### src/rtl/a1_ptr_step.sv
// a1_ptr_step: A1 window pointer stepper for the blitter address path.
// Walks a 16.16 X/Y pointer over an inner-by-outer pixel rectangle.
module a1_ptr_step (
  input  logic        clk,
  input  logic        resetl,
  input  logic        start,
  input  logic        abort,
  input  logic [15:0] pos_x_in,
  input  logic [15:0] pos_y_in,
  input  logic [15:0] pos_fx_in,
  input  logic [15:0] pos_fy_in,
  input  logic [15:0] inc_x,
  input  logic [15:0] inc_y,
  input  logic [15:0] inc_fx,
  input  logic [15:0] inc_fy,
  input  logic [15:0] step_x,
  input  logic [15:0] step_y,
  input  logic [15:0] step_fx,
  input  logic [15:0] step_fy,
  input  logic [15:0] inner_cnt,
  input  logic [15:0] outer_cnt,
  input  logic        pix_adv,
  output logic [15:0] a1_x,
  output logic [15:0] a1_y,
  output logic [15:0] a1_fx,
  output logic [15:0] a1_fy,
  output logic        pix_valid,
  output logic        busy,
  output logic        done
);

  typedef enum logic [1:0] {
    S_IDLE,
    S_RUN,
    S_LINE,
    S_FIN
  } state_t;

  state_t      r_state;
  logic [31:0] r_px;
  logic [31:0] r_py;
  logic [15:0] r_icnt;
  logic [15:0] r_ocnt;
  logic [15:0] r_inner;
  logic        r_pix_valid;
  logic        r_busy;
  logic        r_done;

  logic        w_is_idle;
  logic        w_is_run;
  logic        w_is_line;
  logic        w_load;
  logic        w_zero;
  logic        w_adv;
  logic        w_last_pix;
  logic        w_last_line;
  logic [31:0] w_add_x;
  logic [31:0] w_add_y;
  logic [31:0] w_sum_x;
  logic [31:0] w_sum_y;

  assign w_is_idle   = (r_state == S_IDLE);
  assign w_is_run    = (r_state == S_RUN);
  assign w_is_line   = (r_state == S_LINE);
  assign w_load      = w_is_idle & start & ~abort;
  assign w_zero      = (inner_cnt == 16'd0) | (outer_cnt == 16'd0);
  assign w_adv       = w_is_run & pix_adv & ~abort;
  assign w_last_pix  = (r_icnt == 16'd1);
  assign w_last_line = (r_ocnt == 16'd1);

  // Pick the pixel increment in RUN and the line step in LINE.
  always_comb begin
    w_add_x = {inc_x, inc_fx};
    w_add_y = {inc_y, inc_fy};
    if (w_is_line) begin
      w_add_x = {step_x, step_fx};
      w_add_y = {step_y, step_fy};
    end
  end

  // Full 32-bit adds so the fraction carries into the integer part.
  assign w_sum_x = r_px + w_add_x;
  assign w_sum_y = r_py + w_add_y;

  // Pointer: load on start, advance per pixel and per line.
  always_ff @(posedge clk or negedge resetl) begin
    if (!resetl) begin
      r_px <= 32'd0;
      r_py <= 32'd0;
    end else if (!abort) begin
      if (w_load) begin
        r_px <= {pos_x_in, pos_fx_in};
        r_py <= {pos_y_in, pos_fy_in};
      end else if (w_adv || w_is_line) begin
        r_px <= w_sum_x;
        r_py <= w_sum_y;
      end
    end
  end

  // Pixel and line counters, with the inner count kept for reloads.
  always_ff @(posedge clk or negedge resetl) begin
    if (!resetl) begin
      r_icnt  <= 16'd0;
      r_ocnt  <= 16'd0;
      r_inner <= 16'd0;
    end else if (!abort) begin
      if (w_load) begin
        r_icnt  <= inner_cnt;
        r_ocnt  <= outer_cnt;
        r_inner <= inner_cnt;
      end else if (w_adv) begin
        r_icnt <= r_icnt - 16'd1;
      end else if (w_is_line) begin
        r_icnt <= r_inner;
        r_ocnt <= r_ocnt - 16'd1;
      end
    end
  end

  // Walk sequencer with registered status outputs.
  always_ff @(posedge clk or negedge resetl) begin
    if (!resetl) begin
      r_state     <= S_IDLE;
      r_pix_valid <= 1'b0;
      r_busy      <= 1'b0;
      r_done      <= 1'b0;
    end else if (abort) begin
      r_state     <= S_IDLE;
      r_pix_valid <= 1'b0;
      r_busy      <= 1'b0;
      r_done      <= 1'b0;
    end else begin
      case (r_state)
        S_IDLE: begin
          r_done <= 1'b0;
          if (start) begin
            if (w_zero) begin
              r_state     <= S_FIN;
              r_pix_valid <= 1'b0;
              r_busy      <= 1'b0;
              r_done      <= 1'b1;
            end else begin
              r_state     <= S_RUN;
              r_pix_valid <= 1'b1;
              r_busy      <= 1'b1;
            end
          end
        end
        S_RUN: begin
          if (pix_adv && w_last_pix) begin
            r_state     <= S_LINE;
            r_pix_valid <= 1'b0;
          end
        end
        S_LINE: begin
          if (w_last_line) begin
            r_state     <= S_FIN;
            r_pix_valid <= 1'b0;
            r_busy      <= 1'b0;
            r_done      <= 1'b1;
          end else begin
            r_state     <= S_RUN;
            r_pix_valid <= 1'b1;
          end
        end
        S_FIN: begin
          r_state     <= S_IDLE;
          r_pix_valid <= 1'b0;
          r_busy      <= 1'b0;
          r_done      <= 1'b0;
        end
        default: begin
          r_state     <= S_IDLE;
          r_pix_valid <= 1'b0;
          r_busy      <= 1'b0;
          r_done      <= 1'b0;
        end
      endcase
    end
  end

  assign a1_x      = r_px[31:16];
  assign a1_fx     = r_px[15:0];
  assign a1_y      = r_py[31:16];
  assign a1_fy     = r_py[15:0];
  assign pix_valid = r_pix_valid;
  assign busy      = r_busy;
  assign done      = r_done;

endmodule

### config.mk
export PLATFORM = sky130hd
export DESIGN_NAME = a1_ptr_step
export DESIGN_NICKNAME = d
export VERILOG_FILES = /design/src/rtl/a1_ptr_step.sv
export SDC_FILE = /design/constraint.sdc
export NUM_CORES = 1
export LEC_CHECK = 0
export BUFFER_PORTS_ARGS = -buffer_cell sky130_fd_sc_hd__buf_4
export CAP_MARGIN = 20
export CELL_PAD_IN_SITES_DETAIL_PLACEMENT = 1
export CELL_PAD_IN_SITES_GLOBAL_PLACEMENT = 2
export CORE_ASPECT_RATIO = 1.2
export CORE_MARGIN = 8
export CORE_UTILIZATION = 32
export DETAILED_ROUTE_END_ITERATION = 10
export PLACE_DENSITY = 0.95
export SETUP_SLACK_MARGIN = 0.5
export SLEW_MARGIN = 10
export SYNTH_ARGS = -nofsm -noshare
export SYNTH_HDL_FRONTEND = slang
export SYNTH_SLANG_ARGS = --single-unit
### constraint.sdc
create_clock -name clk -period 6.63 [get_ports clk]
set_input_delay 0.3315 -clock clk [delete_from_list [all_inputs] [get_ports clk]]
set_output_delay 0.3315 -clock clk [all_outputs]
set_load 0.005 [all_outputs]
# Yosys cells after proc, flatten, opt, wreduce, memory -nomap -nowiden
# Index checks and enable logic that the tools add are counted.
[op_classes] addsub=4 eq_ne=9 n_mux=32 n_bitwise=6 reduce_logical=16
[op_table] operator="$mux W32" count=6
[op_table] operator="$mux W16" count=6
[op_table] operator="$add A32 B32 Y32" count=2
[op_table] operator="$eq A16 B1 Y1 const B" count=2
[op_table] operator="$logic_not A16 Y1" count=2
[op_table] operator="$sub A16 B1 Y16 const B" count=2
[op_table] operator="$mux W1" count=11
[op_table] operator="$mux W2" count=5
[op_table] operator="$reduce_and A2 Y1" count=5
[op_table] operator="$pmux W2 S4" count=1
[op_table] operator="$ne A3 B2 Y1 const B" count=2
[op_table] operator="$pmux W1 S3" count=2
[op_table] operator="$reduce_and A3 Y1" count=2
[op_table] operator="$and A1 B1 Y1" count=4
[op_table] operator="$eq A2 B2 Y1 const B" count=2
[op_table] operator="$pmux W1 S4" count=1
[op_table] operator="$reduce_bool A2 Y1" count=2
[op_table] operator="$reduce_bool A4 Y1" count=1
[op_table] operator="$ne A3 B3 Y1 const B" count=1
[op_table] operator="$reduce_bool A3 Y1" count=1
[op_table] operator="$eq A2 B1 Y1 const B" count=1
[op_table] operator="$logic_not A2 Y1" count=1
[op_table] operator="$ne A2 B2 Y1 const B" count=1
[op_table] operator="$logic_and A1 B1 Y1" count=1
[op_table] operator="other kinds (3)" count=3
[word_totals] register_bits=117 out_inout_bits=67 word_cells=76

# Longest topological paths before layout
[depth] depth_word=6 ltp_mapped=18

# Worst setup path after synthesis
# No wires, ideal clock.
[synth_path] path_kind="register to register" from="register r_state[0]" to="register r_px[28]" arrival_time_ns=3.840 path_slack_ns=2.664 stages_incl_launch_ff=19 n_path_buf=3 path_cell_list="dfrtp_1 -> clkbuf_1 -> inv_1 -> nand2_1 -> clkbuf_1 -> clkbuf_1 -> mux2_2 -> ha_1 -> inv_1 -> fa_1 -> and2b_1 -> o21a_1 -> o21ai_2 -> a21oi_2 -> nor3_2 -> o31a_1 -> o31ai_2 -> mux2i_1 -> a221o_1"
[synth_between] elab_chain_len=6
[synth_lines] element="start: declaration" line="39" text="state_t r_state;"
[synth_lines] element="start signal: assignment" line="124" text="r_state <= S_IDLE;"
[synth_lines] element="start signal: assignment" line="129" text="r_state <= S_IDLE;"
[synth_lines] element="start signal: assignment" line="139" text="r_state <= S_FIN;"
[synth_lines] element="parallel branches: the longest is 6 deep, another holds $add A32 B32 Y32"
[synth_lines] element="end signal: assignment" line="92" text="r_px <= {pos_x_in, pos_fx_in};"
[synth_lines] element="end signal: assignment" line="95" text="r_px <= w_sum_x;"
[synth_lines] element="end: declaration" line="40" text="logic [31:0] r_px;"
# Several ways; the timed one is not identified. The select of a mux whose other input is x is not followed.
# A chain may end at the register's enable or synchronous reset.

# Final worst setup path
[layout_path] from="register r_state[0]" to="register r_py[29]"
[layout_between] elab_chain_len=6
[layout_lines] element="parallel branches: the longest is 6 deep, another holds $add A32 B32 Y32"
[layout_lines] element="end signal: assignment" line="93" text="r_py <= {pos_y_in, pos_fy_in};"
[layout_lines] element="end signal: assignment" line="96" text="r_py <= w_sum_y;"
[layout_lines] element="end: declaration" line="41" text="logic [31:0] r_py;"
# Several ways; the timed one is not identified. The select of a mux whose other input is x is not followed.

==> results_dict.tcl <==
set metrics [dict create \
    synth_ff_type "dfrtp_1" \
    h-tree-depth 4 \
    grt_pass1_wl_um 60300 \
    synth-seq-cells 117 \
    synthArstFlopShare 1.00 \
    cts.sink_count 117 \
    setup_viol 0 \
    final_antenna_net_count 0 \
    hold_class "in -> async" \
    max_cap_violations 0 \
    grt_antenna_before_repair 7 \
    nets 1768 \
    cp_max_fo 43 \
    drc 0 \
    routedWlPerCell_um 20.3 \
    cts_buffers 17 \
    clock_latency_ns 0.42 \
    syn-instance-count 1209 \
    cts_resized 0 \
    grt_max_degree 84 \
    die-area_sq_mm 0.0368 \
    die_h_um 209 \
    synth_top_area_frac 0.296 \
    synthDistinctLibCells 78 \
    core_area_sq_mm 0.0305 \
    fmax_mhz 217 \
    synth_area_sq_mm 0.00989 \
    finalInstanceArea_sq_mm 0.0129 \
    gp_congestion 0.918 \
    slew_violations 0 \
    fin_util 0.425 \
    peakVddDrop_v 0.000150 \
    synth_edf_count 0 \
    grt-ovfl-total 0 \
    wl_um 38200 \
    io_buffers 295 \
    min_period_ns 4.61 \
    cts_setup_buffers 0 \
    dpl_cell_area_sq_mm 0.0123 \
    slowest_stage "nand2_4" \
    layout_common_cells "buf_4 (303), nand2_1 (162), nor2_1 (124)" \
    synth-seq-area-share 0.296 \
    area_delta_synth_final_pct 30.9 \
    rsz0062_at_grt "no" \
    arrival_ns 4.88 \
    dr.first_iter.drc_count 445 \
    die_w_um 176 \
    rows 70 \
    hpwl_um 29600 \
    layout_commonest_cell "buf_4" \
    cp-end-kind "register" \
    crit_required_ns 6.90 \
    viasPerCell 5.40 \
    route.vias.total 10144 \
    drive_gt1_frac 0.284 \
    grt_pass1_vias 11156 \
    crit_type "reg -> reg" \
    violations "hold timing" \
    ios 296 \
    power_density_mw_per_mm2 432 \
    clk_path_buf_depth 2 \
    syn_nets 1512 \
    grtUsageMet2 0.362 \
    top_usage_layer "met2" \
    leakagePower_uw 0.00595 \
    path_clk_slew_ns 0.06 \
    grt_use_total 0.205 \
    dr.pass1.iters 5 \
    slew_headroom 0.394 \
    hold_violations 10 \
    synth.area.top_cells "dfrtp_1 (30%), ha_1 (9.1%), mux2_2 (7.1%)" \
    syn_area_per_cell_sq_um 8.18 \
    critical_path.max_stage_delay_ns 0.55 \
    start_util 0.324 \
    yosys_warnings 0 \
    tightestPinTransition_ns 0.909 \
    cp-start-kind "register" \
    status "complete, but fails checks" \
    ctsHoldBuffers 0 \
    synth_top_area_cell "dfrtp_1" \
    finalSetupTns_ns 0 \
    nFillCells 3699 \
    grt_use_met1 0.235 \
    holdWs_ns -0.0235 \
    clockRootBuffer "clkbuf_16" \
    cts_tree "done" \
    post-route-period-util 0.695 \
    fin_skew_ns 0.0110 \
    use_met3 0.0467 \
    path_cells "inv_1 > nand2_4 > buf_4 > mux2_2 > ha_1 > a211oi_1 > nor2_1 > o41ai_1 > o21ai_0 > a21oi_4 > o31ai_4 > a221oi_2 > mux2i_1 > o211ai_1" \
]
## per-stage QoR
step / std cells / setup WS (ns) / total power (uW) / hold slack [ns]
global route: 1879 / 1.67 / 6070 / 0.0278
CTS: 1873 / 2.07 / 5640 / 0.00642
global placement: 1842 / 2.28 / 4520 / 0.445
detailed placement: 1842 / 2.16 / 4620 / 0.455
finish: 1879 / 2.02 / 5590 / -0.0235
floorplan: 1209 / 2.66 / 3530 / 0.0359
## worst max-delay path: cells and delay by family, from the launching register on
kind,cells,cell delay (ns)
buffers and inverters,2,0.63
DFF,1,0.53
adders and majority gates,1,0.36
AOI/OAI and AO/OA,7,1.62
and+or+nand+nor,2,0.65
muxes,2,0.60
## cell usage after synthesis, drive strengths merged, types with 3 or more instances
master	number
nand2	165
nor2	124
a21oi	120
dfrtp	117
o21ai	117
ha	72
mux2	62
clkbuf	57
a31oi	29
xnor2	28
nor3	27
xor2	27
a21o	25
inv	21
a22oi	19
nand4	18
nand3	17
nor4	17
a211oi	13
mux2i	10
nor2b	9
o21a	9
buf	8
o211ai	7
or3	7
a221oi	6
nand2b	6
nor3b	6
o22ai	6
o31ai	6
and2	5
o21bai	4
o41ai	4
a2111oi	3
a41oi	3
and3	3
o22a	3
## final timing paths
check | slack (ns) | to | cells past startpoint | startpoint
worst min register to register | 0.46 | r_inner[10] | 2 | r_inner[10]
max in group asynchronous | 5.25 | r_px[22] | 2 | resetl
min in group clk | 0.12 | r_inner[13] | 3 | inner_cnt[13]
worst min-delay path | -0.02 | r_inner[13] | 1 | resetl
worst max-delay path | 2.02 | r_py[29] | 14 | r_state[0]
worst max register to register | 2.02 | r_py[29] | 14 | r_state[0]
## kinds of logic (layout without fill, tap and decap cells)
logic type | count (synthesis) | in the layout | synth area share
AND/OR/NAND/NOR | 411 | 411 | 0.184
AO/OA/AOI/OAI | 393 | 393 | 0.251
flip-flops | 117 | 117 | 0.296
buffers and inverters | 87 | 355 | 0.0445
adder cells (fa/ha/maj) | 74 | 74 | 0.0951
multiplexers | 72 | 72 | 0.0807
XOR/XNOR | 55 | 55 | 0.0487
other | 0 | 6 | 0
## registers in the layout, summed over array words and instances (netlist names)
register   cells
done           1
r_state        2
r_icnt        16
r_px          32
r_inner       16
r_ocnt        16
r_py          32
pix_valid      1
busy           1
## power by group
| part | switching (uW) | leakage [uW] | internal, uW |
|---|---|---|---|
| combinational | 1810 | 0.00425 | 1460 |
| sequential | 318 | 0.00141 | 1030 |
| clock | 352 | 0.000289 | 618 |
## routing by layer
metal / share of wire / vias to the layer above
met1: 0.41 / 4953
li1: - / 4917
met3: 0.046 / 50
met4: 0.026 / 2
met2: 0.52 / 222
met5: 0.00039 / -
## cell type report
type	count	area, sq um	share of cell area
diodes	6	15.0	0.00116
clock buffers	23	478	0.0369
clock inverters	8	124	0.00957
inverters	21	78.8	0.00609
multi-input cells	1005	6550	0.506
flip-flops and latches	117	2930	0.226
well taps	396	495	0.0383
repair buffers	303	2270	0.176
Power figures use the tool's default switching activity.
